## src/rtl/axis_fifo.sv

```systemverilog
// AXI-Stream FIFO: DEPTH-entry circular buffer with first-word-fall-through output
// and an optional packet mode that holds output until a whole packet is stored.

module axis_fifo_lane #(
  parameter int DEPTH = 16,
  parameter int AW    = 4
) (
  input  logic          clk,
  input  logic          wr_en,
  input  logic [AW-1:0] wr_addr,
  input  logic [7:0]    wr_data,
  input  logic [AW-1:0] rd_addr,
  output logic [7:0]    rd_data
);
  // Storage is left uninitialised on reset; the pointers alone decide what is valid.
  logic [7:0] mem [DEPTH];

  always_ff @(posedge clk) begin
    if (wr_en) mem[wr_addr] <= wr_data;
  end

  assign rd_data = mem[rd_addr];
endmodule

module axis_fifo #(
  parameter int AXIS_BYTES  = 1,
  parameter int DEPTH       = 16,
  parameter int PACKET_MODE = 0
) (
  input  logic                        clk,
  input  logic                        aresetn,
  output logic                        axis_i_tready,
  input  logic                        axis_i_tvalid,
  input  logic                        axis_i_tlast,
  input  logic [AXIS_BYTES*8-1:0]     axis_i_tdata,
  input  logic                        axis_o_tready,
  output logic                        axis_o_tvalid,
  output logic                        axis_o_tlast,
  output logic [AXIS_BYTES*8-1:0]     axis_o_tdata,
  output logic [$clog2(DEPTH):0]      fill_level,
  output logic [$clog2(DEPTH):0]      pkt_count
);
  localparam int AW = $clog2(DEPTH);
  localparam logic [AW:0] FULL = (AW+1)'(DEPTH);

  logic [AW:0]       wr_ptr, rd_ptr, pkt_q;
  logic              rel_q, run_q;
  logic [DEPTH-1:0]  last_mem;
  logic              wr_fire, rd_fire, full, empty, head_last;
  logic              wr_last, rd_last;
  logic [AXIS_BYTES-1:0][7:0] wr_bytes, rd_bytes;

  // Pointers carry one extra MSB so full (MSBs differ) and empty (equal) are distinct.
  assign fill_level = wr_ptr - rd_ptr;
  assign full       = (fill_level == FULL);
  assign empty      = (fill_level == '0);
  assign pkt_count  = pkt_q;

  // run_q keeps tready low through reset and raises it on the first edge afterwards.
  assign axis_i_tready = run_q && !full;

  generate
    if (PACKET_MODE != 0) begin : g_pkt
      // Full with no complete packet means an oversize packet: cut it through.
      assign axis_o_tvalid = run_q && !empty && ((pkt_q != '0) || full || rel_q);
    end else begin : g_stream
      assign axis_o_tvalid = run_q && !empty;
    end
  endgenerate

  assign wr_fire   = axis_i_tvalid && axis_i_tready;
  assign rd_fire   = axis_o_tvalid && axis_o_tready;
  assign head_last = last_mem[rd_ptr[AW-1:0]];
  assign wr_last   = wr_fire && axis_i_tlast;
  assign rd_last   = rd_fire && head_last;

  assign wr_bytes     = axis_i_tdata;
  assign axis_o_tdata = rd_bytes;
  assign axis_o_tlast = head_last;

  generate
    for (genvar g = 0; g < AXIS_BYTES; g++) begin : g_lane
      axis_fifo_lane #(.DEPTH(DEPTH), .AW(AW)) u_lane (
        .clk     (clk),
        .wr_en   (wr_fire),
        .wr_addr (wr_ptr[AW-1:0]),
        .wr_data (wr_bytes[g]),
        .rd_addr (rd_ptr[AW-1:0]),
        .rd_data (rd_bytes[g])
      );
    end
  endgenerate

  always_ff @(posedge clk) begin
    if (wr_fire) last_mem[wr_ptr[AW-1:0]] <= axis_i_tlast;
  end

  always_ff @(posedge clk or negedge aresetn) begin
    if (!aresetn) begin
      wr_ptr <= '0;
      rd_ptr <= '0;
      pkt_q  <= '0;
      rel_q  <= 1'b0;
      run_q  <= 1'b0;
    end else begin
      run_q <= 1'b1;
      if (wr_fire) wr_ptr <= wr_ptr + 1'b1;
      if (rd_fire) rd_ptr <= rd_ptr + 1'b1;
      case ({wr_last, rd_last})
        2'b10:   pkt_q <= pkt_q + 1'b1;
        2'b01:   pkt_q <= pkt_q - 1'b1;
        default: pkt_q <= pkt_q;
      endcase
      if (rd_last)                    rel_q <= 1'b0;
      else if (full && pkt_q == '0)   rel_q <= 1'b1;
    end
  end
endmodule
```

## config.mk

```make
export PLATFORM = sky130hd
export DESIGN_NAME = axis_fifo
export DESIGN_NICKNAME = d
export VERILOG_FILES = /design/src/rtl/axis_fifo.sv
export SDC_FILE = /design/constraint.sdc
export NUM_CORES = 1
export LEC_CHECK = 0
export ABC_AREA = 1
export ABC_CLOCK_PERIOD_IN_PS = 3200
export CAP_MARGIN = 30
export CORE_ASPECT_RATIO = 0.75
export CORE_MARGIN = 4
export CORE_UTILIZATION = 46
export CTS_CLUSTER_DIAMETER = 120
export DETAILED_ROUTE_END_ITERATION = 12
export GPL_ROUTABILITY_DRIVEN = 0
export GPL_TIMING_DRIVEN = 0
export PLACE_DENSITY = 0.75
export SLEW_MARGIN = 10
export SYNTH_ARGS = -nofsm -noshare
export SYNTH_HDL_FRONTEND = slang
export SYNTH_SLANG_ARGS = --single-unit
```

## constraint.sdc

```tcl
create_clock -name clk -period 3.2 [get_ports clk]
set_input_delay 0.8 -clock clk [delete_from_list [all_inputs] [get_ports clk]]
set_output_delay 0.8 -clock clk [all_outputs]
set_load 0.03 [all_outputs]
```

Word-level counts from Yosys, hierarchy flattened
Memory sizes are Yosys's and may differ from the RTL's. Index checks and enable logic that the tools add are counted.

Word-level logic and storage cells: 36. Flip-flop bits (word level): 32. Memories: 1. RAM bits: 128. Bits of input ports: 13.

Memory list: g_lane[0].u_lane.mem (depth 16, bits a word 8, rd ports 1, clocked after memory_dff 0, wr ports 1, line 16) `logic [7:0] mem [DEPTH];`.

Mux-type cells: 8. Order comparisons: 3. Equality and inequality tests: 3. Add/subtract/negate cells: 5. Reduce and logical (&&, ||, !) cells: 11.

Operator list (number): $bwmux W16 (1); $add A5 B1 Y5 const B (3); $lt A4 B5 Y1 const B (2); $pmux W5 S2 (1); $logic_and A1 B1 Y1 (7); $eq A5 B5 Y1 const B (1); $logic_not A5 Y1 (1); $sub A5 B1 Y5 const B (1); $sub A5 B5 Y5 (1); $bmux W1 S4 (1); $demux W1 S4 (1); $ge A4 B1 Y1 const B (1); $mux W1 (4); $eq A2 B1 Y1 const B (1); $eq A2 B2 Y1 const B (1); $logic_not A1 Y1 (2); $reduce_bool A2 Y1 (1).

Longest topological paths before layout
Gate-level depths: netlist (run 1).

Word-level depth: 8. Mapped depth: 23. Mapped depth without buffers: 22.

By module
From an unflattened synthesis (run 1), not the netlist that was laid out.

Cells, all modules: 784. Area total of the unflattened synthesis: 7622.3 µm².

By module, submodules not included: axis_fifo_lane (times used 1, cells each 543, sequential area each 3843.7 µm², area an instance 5606.6 µm²); axis_fifo (times used 1, cells each 241, sequential area each 880.8 µm², area an instance 2015.7 µm²).

Worst setup path after synthesis (run 1)
No wires, ideal clock.

Kind: reg2reg. Start: register wr_ptr[0]. End: register pkt_q[4], in the netlist pkt_count[4]. Cell stages (with the launch flop): 18. Library setup time: 0.066 ns. Arrival time: 3.482 ns. Data required time: 3.134 ns. Path slack: -0.348 ns. Period minus slack after synthesis: 3.548 ns. Cell sequence: dfrtp_1 inv_1 ha_1 fa_1 xnor2_1 nor2_2 nand3_4 nand2_1 inv_1 nand3_1 ha_1 ha_1 a21oi_1 nor2_1 nor2_1 xor2_1 nand2_1 nand2_1.

Cells in the longest elaborated chain, start to end: 8.

RTL lines: start: declaration (line 46) `logic [AW:0] wr_ptr, rd_ptr, pkt_q;`; start signal: assignment (line 107) `if (wr_fire) wr_ptr <= wr_ptr + 1'b1;`; $sub A5 B5 Y5 (*) (line 54) `assign fill_level = wr_ptr - rd_ptr;`; net fill_level[2] (line 40) `output logic [$clog2(DEPTH):0] fill_level,`; $eq A5 B5 Y1 (*) (line 55) `assign full = (fill_level == FULL);`; $logic_not A1 Y1 (*) (line 60) `assign axis_i_tready = run_q && !full;`; $logic_and A1 B1 Y1 (*) (line 60); net axis_i_tready (line 32) `output logic axis_i_tready,`; $logic_and A1 B1 Y1 (*) (line 71) `assign wr_fire = axis_i_tvalid && axis_i_tready;`; $logic_and A1 B1 Y1 (*) (line 74) `assign wr_last = wr_fire && axis_i_tlast;`; $eq A2 B1 Y1 / $eq A2 B2 Y1 (equally long branches) (line 109) `case ({wr_last, rd_last})`; $pmux W5 S2 / $reduce_bool A2 Y1 (equally long branches); end signal: assignment (line 110) `2'b10: pkt_q <= pkt_q + 1'b1;`; end signal: assignment (line 111) `2'b01: pkt_q <= pkt_q - 1'b1;`; end signal: assignment (line 112) `default: pkt_q <= pkt_q;`; end: declaration (line 46).

The timed path passes the listed nets; every way through them passes the cells marked *. A chain may end at the register's enable or synchronous reset.

Worst setup path in the final report (run 1)
Start: register rd_ptr[0]. End: output axis_o_tvalid.

Cells in the longest elaborated chain, start to end: 4.

RTL lines: start: declaration (line 46); start signal: assignment (line 108) `if (rd_fire) rd_ptr <= rd_ptr + 1'b1;`; $sub A5 B5 Y5 (line 54); $logic_not A5 Y1 (line 56) `assign empty = (fill_level == '0);`; $logic_not A1 Y1 (line 67) `assign axis_o_tvalid = run_q && !empty;`; $logic_and A1 B1 Y1 (line 67); end: declaration (line 37) `output logic axis_o_tvalid,`.

Every way passes these cells.

==> results of run 1 <==
-- through the flow --
| step | area, sq um | instances |
|---|---|---|
| floorplan | 6967 | 609 |
| global placement | 7547 | 842 |
| detailed placement | 7547 | 842 |
| CTS | 8260 | 876 |
| global route | 8343 | 882 |
| finish | 8343 | 882 |
-- layout make-up --
type                       count  area, sq um  share of cell area, %
sequential                   160         4727                  56.66
multi-input combinational    390         2098                  25.15
clock buffer                  17        425.4                  5.099
timing repair buffer          43        350.3                  4.199
tap                          200        250.2                  2.999
clock inverter                15        195.2                  2.340
buffer                        28        182.7                  2.190
inverter                      29        113.9                  1.365
-- state kept, by name, indices dropped and copies added (netlist names) --
signal	flops
pkt_count	5
g_lane.u_lane.mem	128
run_q	1
wr_ptr	5
rd_ptr	5
last_mem	16
-- power by group through the flow --
| stage | registers (mW) | logic [mW] | clock network (mW) |
|---|---|---|---|
| final | 2.60 | 3.94 | 2.13 |
| after detailed placement | 2.64 | 3.72 | 0 |
| after global routing | 2.62 | 4.26 | 2.22 |
| after floorplan | 2.66 | 2.39 | 0 |
| after CTS | 2.60 | 3.79 | 2.14 |
| after global placement | 2.64 | 3.62 | 0 |
-- synthesized netlist by cell type, types with 2 or more instances --
cell type	number
edfxtp_1	144
nor2_1	121
nand2_1	88
o21ai_0	70
inv_1	26
nand3_1	26
clkbuf_1	17
o211ai_1	17
dfrtp_1	16
o22ai_1	16
ha_1	13
nand4_1	10
buf_2	7
xnor2_1	6
a21oi_1	5
xor2_1	5
buf_4	4
fa_1	2
inv_2	2
nand3_2	2
o21ai_1	2
-- routing by layer --
layer	up-vias	global-route usage, %	share of wire (%)
met2	285	32.60	46
met3	34	5.224	11
li1	2271	-	-
met5	-	0	0
met1	2426	29.66	41
met4	0	6.399	1.8
-- cells in the final DEF, fill, tap and decap left out, types with 5 or more instances in the layout --
cell type and count:
clkbuf_16 17, clkbuf_2 15, xor2_1 5, o21ai_0 69, nor2_2 5, xnor2_1 5
o211ai_1 17, ha_1 8, nand3_1 22, buf_2 10, dfrtp_1 14, edfxtp_1 144
nand2_1 86, nor2_1 115, inv_6 9, inv_2 5, clkdlybuf4s50_1 19, inv_1 22
o22ai_1 16, buf_4 16, nand4_1 10
-- how the worst min path moves through the flow --
stage | end | slack [ps]
finish | rd_ptr[3]$_DFFE_PN0P_ | 530
global route | rd_ptr[3]$_DFFE_PN0P_ | 540
CTS | rd_ptr[3]$_DFFE_PN0P_ | 510
detailed placement | rd_ptr[3]$_DFFE_PN0P_ | 510
global placement | rd_ptr[3]$_DFFE_PN0P_ | 480
floorplan | rd_ptr[3]$_DFFE_PN0P_ | 460
-- kinds of logic (layout without fill, tap and decap cells) --
group / count (synthesis) / after routing / synth area share, %
buffers and inverters: 59 / 132 / 3.641
adder cells (fa/ha/maj): 15 / 15 / 2.921
XOR/XNOR: 11 / 11 / 1.388
AO/OA/AOI/OAI: 111 / 111 / 8.924
other: 1 / 1 / 0.05403
AND/OR/NAND/NOR: 252 / 252 / 15.00
flip-flops: 160 / 160 / 68.07
-- worst reg2reg max path: cells and delay by family, from the launching register on --
kind | cells | cell delay, ps
DFF | 1 | 480
and+or+nand+nor | 7 | 1300
buffers and inverters | 2 | 310
adders and majority gates | 2 | 590
-- what timing repair did --
action	4_1_cts	5_1_grt
resized for setup	60	47
pin swaps	3	4
endpoints found under the setup margin	164	56
setup buffers	3	4
==> impl_metrics.toml, run 1 <==
[synthesis]
async_flop_share_pct = 10.00
synth.distinct_cells = 31
synth_area_sq_mm = 0.006940
postSynthCellCount = 609
synth_top_area_share_pct = 62.30
avgSynthCellArea_sq_um = 11.40
netlist.top_cell.by_area = "edfxtp_1"
ys_ff_latch = 160
seq_area_frac_synth_pct = 68.07
yosysWarnings = 0
synth_area_leaders = "edfxtp_1 62%, nor2_1 6.5%, dfrtp_1 5.8%, o21ai_0 5.0%, nand2_1 4.8%"
syn-num-nets = 637
ys.flop_type = "edfxtp_1"
synth_edf_count = 144

[floorplanning]
die_w_um = 149.8
num_rows = 38
ios = 34
core_area_sq_mm = 0.01464
dieArea_sq_mm = 0.01714
chipHeight_um = 114.4
start_util_pct = 47.39

[setup_path]
crit_slowest_cell = "dfrtp_2"
worstSetupEndpointType = "output port"
worstPathMaxFanout = 6
r2r.worst_path.cells = 11
crit_buf_inv = 1
cp_common_cell = "nand2_1"
cp.required_ps = 2400
cp_top_family = "simple AND/OR/NAND/NOR gates"
worstSetupEndpoint = "axis_o_tvalid"
worstSetupPathDepth = 9
cp-startpoint = "rd_ptr[0]$_DFFE_PN0P_"
crit_type = "reg2out"
max_stage_delay_ps = 480
worst_setup_path_start_kind = "flop"
r2r_slack_ps = 130
worst_r2r_endpoint = "g_lane[0].u_lane.mem[1][4]$_DFFE_PP_"
r2r-start = "rd_ptr[0]$_DFFE_PN0P_"
path_cells = "ha_4, fa_2, nand3b_1, nand2_1, nand2_1, nand2_2, nand3_4, and2_1, buf_2"
cp.arrival_ps = 2330

[power_and_ir_drop]
netSwitchingPower_mw = 3.654
p_sw_share_pct = 42.14
irDropWorstVdd_mv = 0.6743
p_int_mw = 5.017
total_power_mw = 8.672
pwr-share-clk_pct = 24.6
p_leak_nw = 3.037
pwr-share-comb_pct = 45.5
powerDensity_mw_per_mm2 = 1039
seqPwrFrac_pct = 30.0

[route]
via_per_inst = 5.687
vias = 5016
drcViolationCount = 0
drt_iter0_drc = 632
dr.pass1.iters = 5
routed_wl_um = 17350
drtAntennaViolNets = 0
wl_per_cell_um = 19.67

[finish]
drive_above_1_share_pct = 16.57
area_growth_pct = 20.21
fin_util_pct = 56.97
fin_nets = 697
fill_cells = 1179
diodes = 0

[clock_network]
postCtsHoldBufs = 0
clk_pin_slew_ps = 60
insertion_delay_ps = 430
cts_tree = "done"
clock-root-buffer = "clkbuf_16"
cts_buffers = 17
clockBufferDepth = 2
cts.sink_count = 160
ctsHtreeMaxLevel = 4

[timing]
tightestPinTransition_ps = 987.7
fin_crit_sh_pct = 97.95
tns_ps = 0
whs_ps = 532.1
setup_viol = 0
finalMaxSlewViolations = 0
fin_ws_ps = 65.70
rsz0062_at_grt = "true"
clock_skew_ps = 8.888
hold_viol_final = 0
max_slew_margin_pct = 33.91
min_period_ps = 3134
fmax_mhz = 319.1

[grt]
antenna_found_initial = 0
grt_use_total_pct = 21.04
grt_overflow = 0
grt_start_max_net_pins = 18
first_global_vias = 4850
grt_first_pass_wirelength_um = 26790

[min_path]
hp-start = "rd_ptr[3]$_DFFE_PN0P_"
hold_depth = 2
holdCritPathClass = "reg2reg"

[placed_design]
pre_cts_ws_ps = -643.4
port_buffers = 33
dp_hpwl_um = 11130

[run]
drv_cap = 0

[outcome]
outcome = "finished clean"
Power figures use the tool's default switching activity.
==> inputs of run 2 (changes only) <==
--- a/config.mk
+++ b/config.mk
@@ -15,6 +15,7 @@
 export DETAILED_ROUTE_END_ITERATION = 12
 export GPL_ROUTABILITY_DRIVEN = 0
 export GPL_TIMING_DRIVEN = 0
+export MAX_ROUTING_LAYER = met4
 export PLACE_DENSITY = 0.75
 export SLEW_MARGIN = 10
 export SYNTH_ARGS = -nofsm -noshare
==> impl_metrics.toml, run 2 (same netlist as run 1, synthesis figures left out) <==
[outcome]
outcome = "finished clean"

[setup_path]
cp.required_ps = 2400
worstPathMaxFanout = 6
worst_setup_path_start_kind = "flop"
worstSetupEndpointType = "output port"
crit_type = "reg2out"
cp.arrival_ps = 2320

[floorplanning]
chipHeight_um = 114.4
start_util_pct = 47.39
die_w_um = 149.8
core_area_sq_mm = 0.01464
ios = 34
dieArea_sq_mm = 0.01714
num_rows = 38

[timing]
tightestPinTransition_ps = 1035
hold_viol_final = 0
fin_crit_sh_pct = 97.57
setup_viol = 0
min_period_ps = 3122
clock_skew_ps = 7.583
rsz0062_at_grt = "true"
whs_ps = 535.2
max_slew_margin_pct = 30.73
fmax_mhz = 320.3
fin_ws_ps = 77.68
finalMaxSlewViolations = 0

[power_and_ir_drop]
total_power_mw = 8.688
p_leak_nw = 3.042
powerDensity_mw_per_mm2 = 1040
irDropWorstVdd_mv = 0.6735

[finish]
regMostFlops = "g_lane.u_lane.mem"
fin_util_pct = 57.06
fin_nets = 698
largest_register_ffs = 128
area_growth_pct = 20.39
final_cell_mix = "144 x edfxtp_1, 115 x nor2_1, 86 x nand2_1, 69 x o21ai_0"
drive_above_1_share_pct = 16.54
fin_cells = 883
fill_cells = 1177
final_common_cell = "edfxtp_1"
diodes = 0

[grt]
antenna_found_initial = 0
grt_overflow = 0
grt_start_max_net_pins = 18
first_global_vias = 4823
grt_use_total_pct = 21.65
grt_first_pass_wirelength_um = 26750

[clock_network]
postCtsHoldBufs = 0
cts.sink_count = 160
ctsHtreeMaxLevel = 4
insertion_delay_ps = 430
cts_tree = "done"
cts_buffers = 17
clk_pin_slew_ps = 60
clockBufferDepth = 2
clock-root-buffer = "clkbuf_16"

[route]
wl_per_cell_um = 19.72
drtAntennaViolNets = 0
drcViolationCount = 0
routed_wl_um = 17410
via_per_inst = 5.680
dr.pass1.iters = 5
vias = 5015
drt_iter0_drc = 726

[placed_design]
place_inst = 842
pre_cts_ws_ps = -643.4
dp_hpwl_um = 11130
port_buffers = 33

[run]
drv_cap = 0

[min_path]
holdCritPathClass = "reg2reg"
run 2: cell types whose count changed in the layout (fill, tap and decap cells not counted):
cell | previous run | this run
clkdlybuf4s15_1 | 1 | 2
buf_4 | 16 | 17
clkbuf_2 | 15 | 14
run 2: final cells by class:
type | count | area [sq um] | share of cell area (%)
Tap cell | 200 | 250.2 | 2.995
Timing Repair Buffer | 44 | 362.8 | 4.343
Clock buffer | 17 | 425.4 | 5.091
Inverter | 29 | 113.9 | 1.363
Sequential cell | 160 | 4727 | 56.57
Multi-Input combinational cell | 390 | 2098 | 25.11
Clock inverter | 15 | 195.2 | 2.336
Buffer | 28 | 182.7 | 2.186
run 2: metal layers:
metal / GRT usage [%] / vias to the layer above / routed length [um]
met5: - / - / 0
met4: 6.399 / 0 / 308
met3: 4.828 / 30 / 1647
met2: 32.63 / 265 / 8153
met1: 29.82 / 2450 / 7301
li1: - / 2270 / -
run 2: path summary, 6_finish.rpt:
| check | start | to | slack [ps] | depth (start not counted) |
|---|---|---|---|---|
| max in group asynchronous | aresetn | rd_ptr[1]$_DFFE_PN0P_ | 1850 | 1 |
| worst min register to register | pkt_count[2]$_DFFE_PN0P_ | pkt_count[2]$_DFFE_PN0P_ | 540 | 2 |
| worst min-delay path | pkt_count[2]$_DFFE_PN0P_ | pkt_count[2]$_DFFE_PN0P_ | 540 | 2 |
| worst max-delay path | rd_ptr[0]$_DFFE_PN0P_ | axis_o_tvalid | 80 | 8 |
| min in group asynchronous | aresetn | pkt_count[3]$_DFFE_PN0P_ | 820 | 1 |
| worst max register to register | rd_ptr[2]$_DFFE_PN0P_ | g_lane[0].u_lane.mem[1][5]$_DFFE_PP_ | 110 | 13 |
run 2: where the power goes:
| group | internal [mW] | total [mW] | switching, mW | leakage, nW |
|---|---|---|---|---|
| Sequential | 2.46 | 2.60 | 0.134 | 1.50 |
| Clock | 1.25 | 2.13 | 0.875 | 0.299 |
| Combinational | 1.32 | 3.96 | 2.64 | 1.25 |
run 2: stage by stage:
| stage | setup TNS (ps) | instance area, sq um |
|---|---|---|
| after floorplan | 0 | 6967 |
| after global placement | -13360 | 7547 |
| after detailed placement | -28980 | 7547 |
| after CTS | -101.0 | 8260 |
| after global routing | -35.80 | 8356 |
| final | 0 | 8356 |
run 2: timing repair:
action | CTS | global route
setup buffers | 3 | 5
gates resized for setup | 60 | 46
pin swaps | 3 | 4
setup endpoints to repair | 164 | 57
cloned | 0 | 0
run 2: worst max-delay path, cell delays in order (launching register included):
cell	delay (ps)
dfrtp_2	470
ha_4	190
fa_2	350
buf_4	170
xnor2_4	150
nor2_4	140
nand3_4	110
and2_1	140
buf_2	170
==> inputs of run 3 (changes only) <==
--- a/config.mk
+++ b/config.mk
@@ -11,6 +11,7 @@
 export CORE_ASPECT_RATIO = 0.75
 export CORE_MARGIN = 4
 export CORE_UTILIZATION = 46
+export CTS_BUF_LIST = sky130_fd_sc_hd__clkbuf_4 sky130_fd_sc_hd__clkbuf_8
 export CTS_CLUSTER_DIAMETER = 120
 export DETAILED_ROUTE_END_ITERATION = 12
 export GPL_ROUTABILITY_DRIVEN = 0
==> constraint.sdc (replaced) <==
create_clock -name clk -period 3.2 [get_ports clk]
set_input_delay 0.64 -clock clk [delete_from_list [all_inputs] [get_ports clk]]
set_output_delay 0.64 -clock clk [all_outputs]
set_load 0.03 [all_outputs]
==> impl_metrics.toml, run 3 (same netlist as run 1, synthesis figures left out) <==
[route]
drt-met1-wl_um = 7434
vias = 4967
via_per_inst = 5.612
routed_wl_um = 17220
drtAntennaViolNets = 0
drcViolationCount = 0
dr.pass1.iters = 5
wl_per_cell_um = 19.46
top_layer = "met4"
drt_iter0_drc = 738
wl_met3_um = 1623
wl_met2_um = 7882

[power_and_ir_drop]
powerDensity_mw_per_mm2 = 995.8
irDropWorstVdd_mv = 0.6668
total_power_mw = 8.110
p_leak_nw = 2.949

[clock_network]
postCtsHoldBufs = 0
cts_tree = "done"
ctsHtreeMaxLevel = 4
clockBufferDepth = 2
clk_pin_slew_ps = 90
clock-root-buffer = "clkbuf_8"
insertion_delay_ps = 460
cts_buffers = 17
cts.sink_count = 160

[setup_path]
cp.arrival_ps = 2510
crit_slowest_cell = "dfrtp_2"
r2r-start = "rd_ptr[0]$_DFFE_PN0P_"
worstSetupEndpointType = "output port"
r2r.worst_path.cells = 11
worstPathMaxFanout = 10
worst_r2r_endpoint = "g_lane[0].u_lane.mem[1][1]$_DFFE_PP_"
r2r_slack_ps = 110
path_cells = "buf_4, inv_2, clkbuf_2, o21ai_0, o211ai_1, a21oi_1, inv_1, dlygate4sd2_1"
worst_setup_path_start_kind = "flop"
cp.required_ps = 2560
crit_buf_inv = 5
max_stage_delay_ps = 440
crit_type = "reg2out"
cp_top_family = "buffers and inverters"

[min_path]
hold_depth = 2
holdCritPathClass = "reg2reg"
whs_endpoint = "pkt_count[2]$_DFFE_PN0P_"
hp-start = "pkt_count[2]$_DFFE_PN0P_"

[timing]
rsz0062_at_grt = "true"
fin_ws_ps = 46.42
whs_ps = 532.6
min_period_ps = 3154
fin_crit_sh_pct = 98.55
tightestPinTransition_ps = 1050
clock_skew_ps = 9.302
max_slew_margin_pct = 29.76
hold_viol_final = 0
fmax_mhz = 317.1
setup_viol = 0
finalMaxSlewViolations = 0

[grt]
grt_use_total_pct = 21.25
first_global_vias = 4747
grt_first_pass_wirelength_um = 26350
grt_overflow = 0
antenna_found_initial = 0
grt_start_max_net_pins = 18

[outcome]
outcome = "finished clean"

[placed_design]
dp_hpwl_um = 11130
pre_cts_ws_ps = -643.4
port_buffers = 33
place_inst = 842

[floorplanning]
start_util_pct = 47.39
dieArea_sq_mm = 0.01714
die_w_um = 149.8
ios = 34
chipHeight_um = 114.4
core_area_sq_mm = 0.01464
num_rows = 38

[finish]
fin_cells = 885
fin_nets = 700
regMostFlops = "g_lane.u_lane.mem"
area_growth_pct = 17.34
largest_register_ffs = 128
fill_cells = 1213
diodes = 0
final_common_cell = "edfxtp_1"
final_cell_mix = "144 x edfxtp_1, 115 x nor2_1, 86 x nand2_1, 68 x o21ai_0, 25 x nand3_1"
drive_above_1_share_pct = 15.91

[run]
drv_cap = 0
[run 3: changes by cell type in the layout (fill, tap and decap cells not counted), moves of 3 or more]
| cell | delta |
|---|---|
| buf_2 | -4 |
| clkbuf_16 | -17 |
| clkbuf_8 | +17 |
| nand3_1 | +3 |
| nand3_2 | -3 |
[run 3: timing repair]
| item | in CTS | in global routing |
|---|---|---|
| buffers inserted | 4 | 6 |
| resized for setup | 43 | 49 |
| endpoints found under the setup margin | 163 | 50 |
| pin swaps | 0 | 7 |
[run 3: layout make-up]
type | count | area [sq um] | area share, %
Sequential cell | 160 | 4727 | 58.04
Multi-Input combinational cell | 390 | 2059 | 25.29
Timing Repair Buffer | 45 | 379.1 | 4.655
Tap cell | 200 | 250.2 | 3.073
Clock buffer | 17 | 234.0 | 2.873
Clock inverter | 15 | 195.2 | 2.397
Buffer | 29 | 185.2 | 2.274
Inverter | 29 | 113.9 | 1.398
[run 3: worst register-to-register path, delay by kind of cell (launching register included)]
kind	cells	cell delay (ps)
flip-flops	1	460
adder cells (fa/ha/maj)	2	630
AND/OR/NAND/NOR	7	1290
buffers and inverters	2	310
[run 3: power breakdown]
group,leakage [nW],switching (mW),internal [mW]
clock network,0.211,0.812,0.797
logic,1.24,2.59,1.31
registers,1.50,0.132,2.46
[run 3: routing by layer]
metal  GRT usage, %  vias to the layer above
li1               -                     2268
met1          29.69                     2432
met2          31.13                      238
met3          5.461                       29
met4          6.094                        0
met5              -                        -
[run 3: stage by stage]
step / cell area (sq um) / util [%] / setup TNS, ps
6_report: 8144 / 55.61 / 0
5_1_grt: 8144 / 55.61 / -339.3
4_1_cts: 8053 / 54.99 / -104.7
3_5_place_dp: 7547 / 51.54 / -27970
3_3_place_gp: 7547 / 51.54 / -12610
2_1_floorplan: 6967 / - / 0
[run 3: worst max-delay path by stage]
stage,startpoint,endpoint,slack (ps),cells after the start
after floorplan,rd_ptr[3]$_DFFE_PN0P_,pkt_count[4]$_DFFE_PN0P_,3,22
after global placement,rd_ptr[1]$_DFFE_PN0P_,pkt_count[4]$_DFFE_PN0P_,-510,21
after detailed placement,rd_ptr[1]$_DFFE_PN0P_,pkt_count[4]$_DFFE_PN0P_,-640,21
after CTS,rd_ptr[0]$_DFFE_PN0P_,axis_o_tvalid,-60,9
after global routing,rd_ptr[0]$_DFFE_PN0P_,pkt_count[4]$_DFFE_PN0P_,-70,20
final,rd_ptr[0]$_DFFE_PN0P_,axis_o_tlast,50,8
